**src/rtl/pwm_pkg.sv**
```systemverilog
// Shared definitions for the PWM generator: state encoding and default sizing.
package pwm_pkg;

  localparam int WIDTH_DEF      = 8;
  localparam int PERIOD_RST_DEF = 99;

  typedef enum logic {
    IDLE = 1'b0,
    RUN  = 1'b1
  } state_t;

endpackage : pwm_pkg

```
**src/rtl/pwm_gen_rise_detect.sv**
```systemverilog
// Rising-edge detector that turns the divided slow_clk into a one-cycle tick.
// slow_clk is only ever sampled as data in the clkin domain.
// Build option: PWM_GEN_SYNC_EN adds a two-flop synchronizer ahead of the
// edge register (tick latency 3 clkin cycles instead of 1).
module rise_detect (
  input  logic clkin,
  input  logic reset,
  input  logic din,
  output logic tick
);

  logic sampled;
  logic s_d_q;  // previous sampled value of din

`ifdef PWM_GEN_SYNC_EN
  logic sync1_q;
  logic sync2_q;

  // Two-flop synchronizer for a signal that may be asynchronous to clkin.
  always_ff @(posedge clkin) begin
    // NOTE: clocked state uses non-blocking assignments so every flop samples
    // the pre-edge value, which is what makes this a two-stage chain.
    if (reset) begin
      sync1_q <= 1'b0;
      sync2_q <= 1'b0;
    end else begin
      sync1_q <= din;
      sync2_q <= sync1_q;
    end
  end

  assign sampled = sync2_q;
`else
  assign sampled = din;
`endif

  // Remember last sample so a 0->1 transition can be seen.
  always_ff @(posedge clkin) begin
    if (reset) begin
      s_d_q <= 1'b0;
    end else begin
      s_d_q <= sampled;
    end
  end

  assign tick = sampled & ~s_d_q;

endmodule : rise_detect

```
**src/rtl/pwm_gen.sv**
```systemverilog
// PWM generator: counts slow_clk ticks, compares against a shadow duty value,
// and takes new duty/period pairs through a one-deep pending slot that is
// applied only on RUN entry or at a period wrap, so a period is never torn.
// Build option: PWM_GEN_SYNC_EN (see rise_detect) synchronizes slow_clk.
module pwm_gen
  import pwm_pkg::*;
#(
  parameter int WIDTH      = WIDTH_DEF,
  parameter int PERIOD_RST = PERIOD_RST_DEF
) (
  input  logic             clkin,
  input  logic             reset,
  input  logic             slow_clk,
  input  logic             enable,
  input  logic             load,
  input  logic [WIDTH-1:0] duty_in,
  input  logic [WIDTH-1:0] period_in,
  output logic             ready,
  output logic             pwm_out,
  output logic             period_done
);

  state_t           state_q, state_d;
  logic [WIDTH-1:0] cnt_q, cnt_d;
  logic [WIDTH-1:0] duty_sh_q, duty_sh_d;
  logic [WIDTH-1:0] period_sh_q, period_sh_d;
  logic [WIDTH-1:0] pend_duty_q, pend_duty_d;
  logic [WIDTH-1:0] pend_period_q, pend_period_d;
  logic             pend_valid_q, pend_valid_d;
  logic             period_done_q, period_done_d;
  logic             tick;

  rise_detect u_rise_detect (
    .clkin (clkin),
    .reset (reset),
    .din   (slow_clk),
    .tick  (tick)
  );

  // Next-state logic: handshake capture, FSM, counter and shadow update.
  always_comb begin
    // NOTE: every _d gets its hold value first so no path leaves one
    // unassigned, which would otherwise infer a latch.
    state_d       = state_q;
    cnt_d         = cnt_q;
    duty_sh_d     = duty_sh_q;
    period_sh_d   = period_sh_q;
    pend_duty_d   = pend_duty_q;
    pend_period_d = pend_period_q;
    pend_valid_d  = pend_valid_q;
    period_done_d = 1'b0;

    // A load is accepted only while the slot is free; a drain below can only
    // happen when the slot is full, so the two never collide.
    if (load && !pend_valid_q) begin
      pend_duty_d   = duty_in;
      pend_period_d = period_in;
      pend_valid_d  = 1'b1;
    end

    case (state_q)
      IDLE: begin
        if (enable) begin
          state_d = RUN;
          cnt_d   = '0;
          if (pend_valid_q) begin
            duty_sh_d    = pend_duty_q;
            period_sh_d  = pend_period_q;
            pend_valid_d = 1'b0;
          end
        end
      end

      RUN: begin
        if (!enable) begin
          state_d = IDLE;
          cnt_d   = '0;
        end else if (tick) begin
          if (cnt_q == period_sh_q) begin
            cnt_d         = '0;
            period_done_d = 1'b1;
            if (pend_valid_q) begin
              duty_sh_d    = pend_duty_q;
              period_sh_d  = pend_period_q;
              pend_valid_d = 1'b0;
            end
          end else begin
            cnt_d = cnt_q + 1'b1;
          end
        end
      end

      default: state_d = IDLE;
    endcase
  end

  // State register with synchronous reset overriding all other activity.
  always_ff @(posedge clkin) begin
    if (reset) begin
      state_q       <= IDLE;
      cnt_q         <= '0;
      duty_sh_q     <= '0;
      period_sh_q   <= WIDTH'(PERIOD_RST);
      pend_duty_q   <= '0;
      pend_period_q <= '0;
      pend_valid_q  <= 1'b0;
      period_done_q <= 1'b0;
    end else begin
      state_q       <= state_d;
      cnt_q         <= cnt_d;
      duty_sh_q     <= duty_sh_d;
      period_sh_q   <= period_sh_d;
      pend_duty_q   <= pend_duty_d;
      pend_period_q <= pend_period_d;
      pend_valid_q  <= pend_valid_d;
      period_done_q <= period_done_d;
    end
  end

  assign ready       = ~pend_valid_q;
  assign pwm_out     = (state_q == RUN) && (cnt_q < duty_sh_q);
  assign period_done = period_done_q;

endmodule : pwm_gen

```
**config.mk**
```make
export PLATFORM = sky130hd
export DESIGN_NAME = pwm_gen
export DESIGN_NICKNAME = d
export VERILOG_FILES = /design/src/rtl/pwm_pkg.sv /design/src/rtl/pwm_gen_rise_detect.sv /design/src/rtl/pwm_gen.sv
export SDC_FILE = /design/constraint.sdc
export NUM_CORES = 1
export LEC_CHECK = 0
export ABC_AREA = 1
export CORE_AREA = 2 2 80 82
export DETAILED_ROUTE_END_ITERATION = 12
export DIE_AREA = 0 0 82 84
export PLACE_DENSITY_LB_ADDON = 0.05
export SYNTH_ARGS = -nofsm -noshare
export SYNTH_HDL_FRONTEND = slang
export SYNTH_SLANG_ARGS = --single-unit
export TNS_END_PERCENT = 50
```
**constraint.sdc**
```tcl
create_clock -name clkin -period 1.8 [get_ports clkin]
set_clock_uncertainty 0.05 [all_clocks]
set_input_delay 0.36 -clock clkin [delete_from_list [all_inputs] [get_ports clkin]]
set_output_delay 0.36 -clock clkin [all_outputs]
set_load 0.02 [all_outputs]
```
==> flow_metrics.py, run 1 <==
metrics = {
    "sta": {
        "fin_crit_ps": 1930,
        "setup_tns_ps": -127,
        "slew_viol_final": 0,
        "relSlewSlack_pct": 83.2,
        "setup_ws_ps": -127,
        "max_freq_mhz": 519,
        "whs_ps": 408,
        "setup_viol": 1,
        "tightest_slew_ps": 251,
        "rsz0062_at_grt": "yes",
        "finalHoldViolations": 0,
        "min_period_over_period_pct": 107,
    },
    "global_routing": {
        "globalRouteMet3Util_pct": 3.79,
        "use_met1_pct": 21.2,
        "grt_usage_pct": 15.1,
        "grt_pass1_vias": 1718,
        "grt_max_degree": 36,
        "grt.overflow.total": 0,
        "met2_usage_pct": 21.6,
        "antenna_found_initial": 0,
        "grt_first_pass_wirelength_mm": 8.08,
        "grt_busiest_layer": "met2",
    },
    "die": {
        "dieArea_um2": 6890,
        "fp.dieH_um": 84,
        "core_um2": 6100,
        "io_pins": 24,
        "initial_core_util_pct": 34.0,
        "fp.dieW_um": 82,
        "rows": 29,
    },
    "setup_path": {
        "worst_ep_arrival_time_ps": 1520,
        "critical_path.max_stage_delay_ps": 340,
        "critical_path.endpoint_type": "output pin",
        "critPathLaunchType": "flop",
        "crit_type": "reg -> out",
        "cp_max_fo": 2,
        "crit_chain": "inv_2, ha_4, a21oi_2, nand3b_1, nand2_1, a211oi_2, buf_4",
        "crit_path_top_delay_cell": "dfxtp_2",
        "critical_path_required_ps": 1390,
    },
    "synthesis": {
        "synth_top_family_by_area": "simple AND/OR/NAND/NOR gates",
        "synthAdderAreaFrac_pct": 4.83,
        "syn_area_per_cell_um2": 7.37,
        "ys_ff_latch": 44,
        "synth_fp_nets": 310,
        "synthesis.area_um2": 2070,
        "synth_area_leaders": "dfxtp_1 43%, nand2_1 8.7%, a21oi_1 7.5%, inv_1 6.5%, nor2_1 6.0%",
        "ys_seq_area_share_pct": 42.5,
        "synth_cells": 281,
        "synth_compound_area_share_pct": 13.9,
        "synth-simple-area-share_pct": 24.5,
        "yosysWarningCount": 0,
        "ys_types": 27,
        "synth_xor_area_share_pct": 3.80,
        "yosysTopAreaCell": "dfxtp_1",
        "yosys-mux-area-fraction_pct": 0,
        "yosys.area.top_type_share_pct": 42.5,
    },
    "layout": {
        "final_cell_mix": "48 x nand2_1, 37 x dfxtp_1, 34 x inv_1",
        "fin_area_um2": 2750,
        "fin_util_pct": 45.2,
        "antenna_cells": 0,
        "area_delta_synth_final_pct": 32.9,
        "drive_above_1_share_pct": 17.8,
        "fin_cells": 398,
        "final_common_cell": "nand2_1",
        "nets": 349,
        "fillers": 656,
    },
    "clock_tree": {
        "clk_latency_ps": 300,
        "htreeDepth": 2,
        "root_buffer": "clkbuf_8",
        "cts.sinks": 44,
        "cts_tree": "built",
        "clockBufferDepth": 2,
        "clkTransAtPathRegs_ps": 80,
        "cts_made_buffers": 5,
    },
    "route": {
        "final_antenna_net_count": 0,
        "vias": 1762,
        "post_drt_wl_per_cell_um": 11.7,
        "drcViolationCount": 0,
        "drt_iter0_drc": 46,
        "wl_mm": 4.67,
        "first_pass_iters": 4,
        "via_per_inst": 4.43,
    },
    "power_and_ir_drop": {
        "vdd_ir_drop_max_mv": 0.418,
        "finalPower_mw": 2.20,
        "cellLeakagePower_nw": 1.18,
        "powerDensity_nw_per_um2": 798,
    },
    "flow_run": {
        "cap_violations": 0,
    },
    "place": {
        "hpwl_mm": 3.14,
        "pre_cts_ws_ps": -373,
        "placed_area_um2": 2520,
        "gp_congestion": 0.792,
        "post-place-cells": 388,
        "numPortBuffers": 23,
    },
    "run_status": {
        "status": "finished, violations left",
        "violations": "setup timing",
    },
    "min_path": {
        "hold_path_class": "reg -> reg",
    },
}
[flip-flops by register name, indices dropped and copies added, names as in the netlist]
signal / cells
pend_duty_q: 8
period_sh_q: 8
cnt_q: 8
pend_period_q: 8
state_q: 1
pend_valid_q: 1
duty_sh_q: 8
period_done: 1
u_rise_detect.s_d_q: 1
[routing by layer]
layer / wire, µm / up-vias
li1: - / 972
met1: 2480 / 758
met2: 1930 / 23
met3: 136 / 9
met4: 122 / 0
met5: 0 / -
[area by class of cell]
type                    instances  area [µm²]  area share, %
multi-input cells             187        1050           38.1
flip-flops and latches         44         890           32.3
repair buffers                 44         453           16.5
inverters                      38         143           5.18
well taps                      77        96.3           3.50
clock buffers                   6        82.6           3.00
clock inverters                 2        38.8           1.41
[cells by family (layout without fill, tap and decap cells)]
| kind of cell | after synthesis | count (layout) |
|---|---|---|
| AND/OR/NAND/NOR | 116 | 116 |
| adder cells (fa/ha/maj) | 8 | 8 |
| AO/OA/AOI/OAI | 54 | 54 |
| flip-flops | 44 | 44 |
| XOR/XNOR | 9 | 9 |
| buffers and inverters | 50 | 90 |
[cells in the mapped netlist]
| cell | count |
|---|---|
| ha_1 | 8 |
| nor3_1 | 1 |
| nor4_1 | 1 |
| a211oi_1 | 1 |
| inv_2 | 1 |
| nand2_1 | 48 |
| nand2_4 | 2 |
| buf_2 | 4 |
| xnor2_1 | 5 |
| clkbuf_1 | 5 |
| xor2_1 | 4 |
| nand3_2 | 1 |
| a21oi_1 | 31 |
| o21ai_0 | 19 |
| nor2_2 | 3 |
| buf_6 | 3 |
| a21oi_4 | 1 |
| o21bai_1 | 1 |
| o21a_1 | 1 |
| clkinv_1 | 1 |
| nand4_1 | 2 |
| dfxtp_1 | 44 |
| nand2_2 | 1 |
| nand3_1 | 23 |
| nor2_1 | 33 |
| nand3b_1 | 1 |
| inv_1 | 36 |
[where the power goes]
part	switching [mW]	leakage, nW	internal [mW]
Combinational	0.167	0.749	0.155
Sequential	0.0261	0.364	1.03
Clock	0.365	0.0614	0.454
Total	0.558	1.18	1.64
[final timing paths]
kind / from / slack (ps) / cells past startpoint / end
setup / recovery: duty_sh_q[5]$_SDFFE_PP0P_ / -130 / 7 / pwm_out
hold / removal: pend_duty_q[5]$_SDFFE_PP0P_ / 410 / 2 / pend_duty_q[5]$_SDFFE_PP0P_
setup reg to reg: cnt_q[3]$_SDFFE_PP0P_ / 150 / 10 / duty_sh_q[3]$_SDFFE_PP0P_
hold reg to reg: pend_duty_q[5]$_SDFFE_PP0P_ / 410 / 2 / pend_duty_q[5]$_SDFFE_PP0P_
[critical path: cells and delay by family, from the launching register on]
family                     cells  cell delay, ps
AOI/OAI and AO/OA              2             280
adders and majority gates      1             210
and+or+nand+nor                2             180
DFF                            1             340
buffers and inverters          2             210
[what timing repair did]
item / 4_1_cts / 5_1_grt
hold buffers: 0 / 0
pin swaps: 5 / 6
resized for setup: 19 / 6
setup buffers: 0 / 1
endpoints found under the setup margin: 1 / 15
cloned: 0 / 1
Note: power is estimated with default switching activity, not from simulation.
==> run 2: changes to the inputs <==
--- a/config.mk
+++ b/config.mk
@@ -6,9 +6,9 @@
 export NUM_CORES = 1
 export LEC_CHECK = 0
 export ABC_AREA = 1
-export CORE_AREA = 2 2 80 82
+export CORE_AREA = 8 8 86 88
 export DETAILED_ROUTE_END_ITERATION = 12
-export DIE_AREA = 0 0 82 84
+export DIE_AREA = 0 0 94 96
 export PLACE_DENSITY_LB_ADDON = 0.05
 export SYNTH_ARGS = -nofsm -noshare
 export SYNTH_HDL_FRONTEND = slang
==> constraint.sdc (replaced) <==
create_clock -name clkin -period 2.1 [get_ports clkin]
set_clock_uncertainty 0.05 [all_clocks]
set_input_delay 0.42 -clock clkin [delete_from_list [all_inputs] [get_ports clkin]]
set_output_delay 0.42 -clock clkin [all_outputs]
set_load 0.02 [all_outputs]
==> run 2 against run 1 <==
Effect of this change: the flow now finishes without violations; utilization is 2.4 points lower; final cell count is 2.0% lower; non-clock buffer count shrank 6; first-iteration DRC count increased by 22%; cell area decreased by 5.2%; clock power decreased by 24%; sequential power down 15%; combinational power fell by 21%; sequential cell count stayed put; count of clock-buffer cells in the layout decreased by 1; sequential share of layout area up 1.6 points; largest cell class unchanged.
==> flow_metrics.py, run 2 (synthesis results as in run 1) <==
metrics = {
    "route": {
        "vias": 1704,
        "via_per_inst": 4.37,
        "post_drt_wl_per_cell_um": 11.4,
        "wl_mm": 4.44,
        "final_antenna_net_count": 0,
        "met2_length_mm": 1.93,
        "dr_wl_met3_um": 141,
        "drt_iter0_drc": 56,
        "drt-met1-wl_mm": 2.32,
        "routed.top_layer": "met4",
        "drcViolationCount": 0,
        "first_pass_iters": 4,
    },
    "global_routing": {
        "antenna_found_initial": 0,
        "grt_pass1_vias": 1582,
        "grt_usage_pct": 10.5,
        "grt.overflow.total": 0,
        "grt_max_degree": 31,
        "grt_first_pass_wirelength_mm": 7.56,
    },
    "die": {
        "io_pins": 24,
        "dieArea_um2": 9020,
        "rows": 29,
        "fp.dieW_um": 94,
        "fp.dieH_um": 96,
        "initial_core_util_pct": 34.0,
        "core_um2": 6100,
    },
    "power_and_ir_drop": {
        "finalPower_mw": 1.78,
        "sequentialPowerShare_pct": 50.8,
        "powerDensity_nw_per_um2": 683,
        "combinationalPowerShare_pct": 14.3,
        "switching_share_pct": 24.6,
        "vdd_ir_drop_max_mv": 0.318,
        "cellLeakagePower_nw": 1.11,
        "clkPwrFrac_pct": 34.9,
        "p_int_mw": 1.34,
        "p_sw_uw": 438,
    },
    "layout": {
        "seqCellArea_um2": 885,
        "antenna_cells": 0,
        "fin_area_um2": 2610,
        "final_cell_mix": "48 x nand2_1, 41 x dfxtp_1, 36 x inv_1",
        "drive_above_1_share_pct": 13.1,
        "area_delta_synth_final_pct": 25.9,
        "fillers": 649,
        "final_common_cell": "nand2_1",
        "nets": 343,
        "multi_input_area_um2": 1020,
    },
    "setup_path": {
        "critical_path_required_ps": 1630,
        "critPathLaunchType": "flop",
        "cp.buffers_inverters": 2,
        "crit_path_top_delay_cell": "dfxtp_1",
        "crit_type": "reg -> out",
        "path_delay_family": "flip-flops",
        "worst_ep_arrival_time_ps": 1530,
        "critical_path.endpoint_type": "output pin",
        "crit_chain": "inv_1, ha_1, a21oi_1, nand2_1, a211oi_2, buf_4",
        "cp_max_fo": 3,
        "critical_path.max_stage_delay_ps": 340,
        "reg2reg_setup_slack_ps": 460,
    },
    "clock_tree": {
        "htreeDepth": 2,
        "clockBufferDepth": 2,
        "clkTransAtPathRegs_ps": 80,
        "cts_made_buffers": 5,
        "root_buffer": "clkbuf_8",
        "cts.sinks": 44,
        "cts_tree": "built",
        "clk_latency_ps": 290,
    },
    "place": {
        "placed_area_um2": 2460,
        "numPortBuffers": 23,
        "gp_congestion": 0.763,
        "hpwl_mm": 3.24,
    },
    "sta": {
        "rsz0062_at_grt": "no",
        "relSlewSlack_pct": 82.7,
        "whs_ps": 405,
        "finalHoldViolations": 0,
        "fin_crit_ps": 2000,
        "tightest_slew_ps": 259,
        "min_period_over_period_pct": 95.3,
        "slew_viol_final": 0,
        "setup_viol": 0,
        "max_freq_mhz": 500,
    },
    "flow_run": {
        "cap_violations": 0,
    },
    "run_status": {
        "status": "finished clean",
    },
    "min_path": {
        "hold_path_class": "reg -> reg",
    },
}
## run 2: changes by cell type in the layout (fill, tap and decap cells not counted), sizes merged
cell and change:
buf -5, clkbuf -2, clkinv -1
## run 2: what timing repair did
item                                    CTS  global route
pin swaps                                 2             3
endpoints found under the setup margin    1             1
hold buffers                              0             0
gates resized for setup                   9             8
buffers inserted                          0             0
gates cloned                              0             0
## run 2: routing by layer
metal / up-vias / global-route usage (%)
met3: 4 / 3.20
li1: 956 / -
met1: 724 / 14.2
met4: 0 / 3.57
met2: 20 / 15.6
met5: - / 0
## run 2: final cells by class
type                            count  area share, %
Inverter                           38           5.47
Timing Repair Buffer               38           14.0
Multi-Input combinational cell    187           39.1
Clock inverter                      1           1.15
Sequential cell                    44           33.9
Tap cell                           77           3.69
Clock buffer                        5           2.64
## run 2: worst paths after layout
kind	from	end	cells after the start
max	duty_sh_q[7]$_SDFFE_PP0P_	pwm_out	6
min	pend_duty_q[6]$_SDFFE_PP0P_	pend_duty_q[6]$_SDFFE_PP0P_	2
max reg2reg	cnt_q[3]$_SDFFE_PP0P_	duty_sh_q[2]$_SDFFE_PP0P_	10
min reg2reg	pend_duty_q[6]$_SDFFE_PP0P_	pend_duty_q[6]$_SDFFE_PP0P_	2
## run 2: power by group through the flow
stage	clock network (mW)	registers (mW)	logic, mW
floorplan	0	0.919	0.162
global placement	0	0.924	0.250
detailed placement	0	0.924	0.251
CTS	0.641	0.905	0.253
global route	0.673	0.912	0.288
finish	0.622	0.905	0.254
## run 2: tightest hold or removal path, stage by stage, from the launching register on
cell	delay [ps]
dfxtp_1	300
inv_1	60
a21oi_1	50
## run 2: per-stage QoR
stage | util [%] | std cells | setup WS, ps | TNS (ps)
after global placement | 40.4 | 384 | -204 | -204
after detailed placement | 40.4 | 384 | -205 | -205
after floorplan | - | 281 | 204 | 0
final | 42.8 | 390 | 99.4 | 0
after global routing | 42.8 | 390 | 6.34 | 0
after CTS | 42.1 | 390 | 1.51 | 0
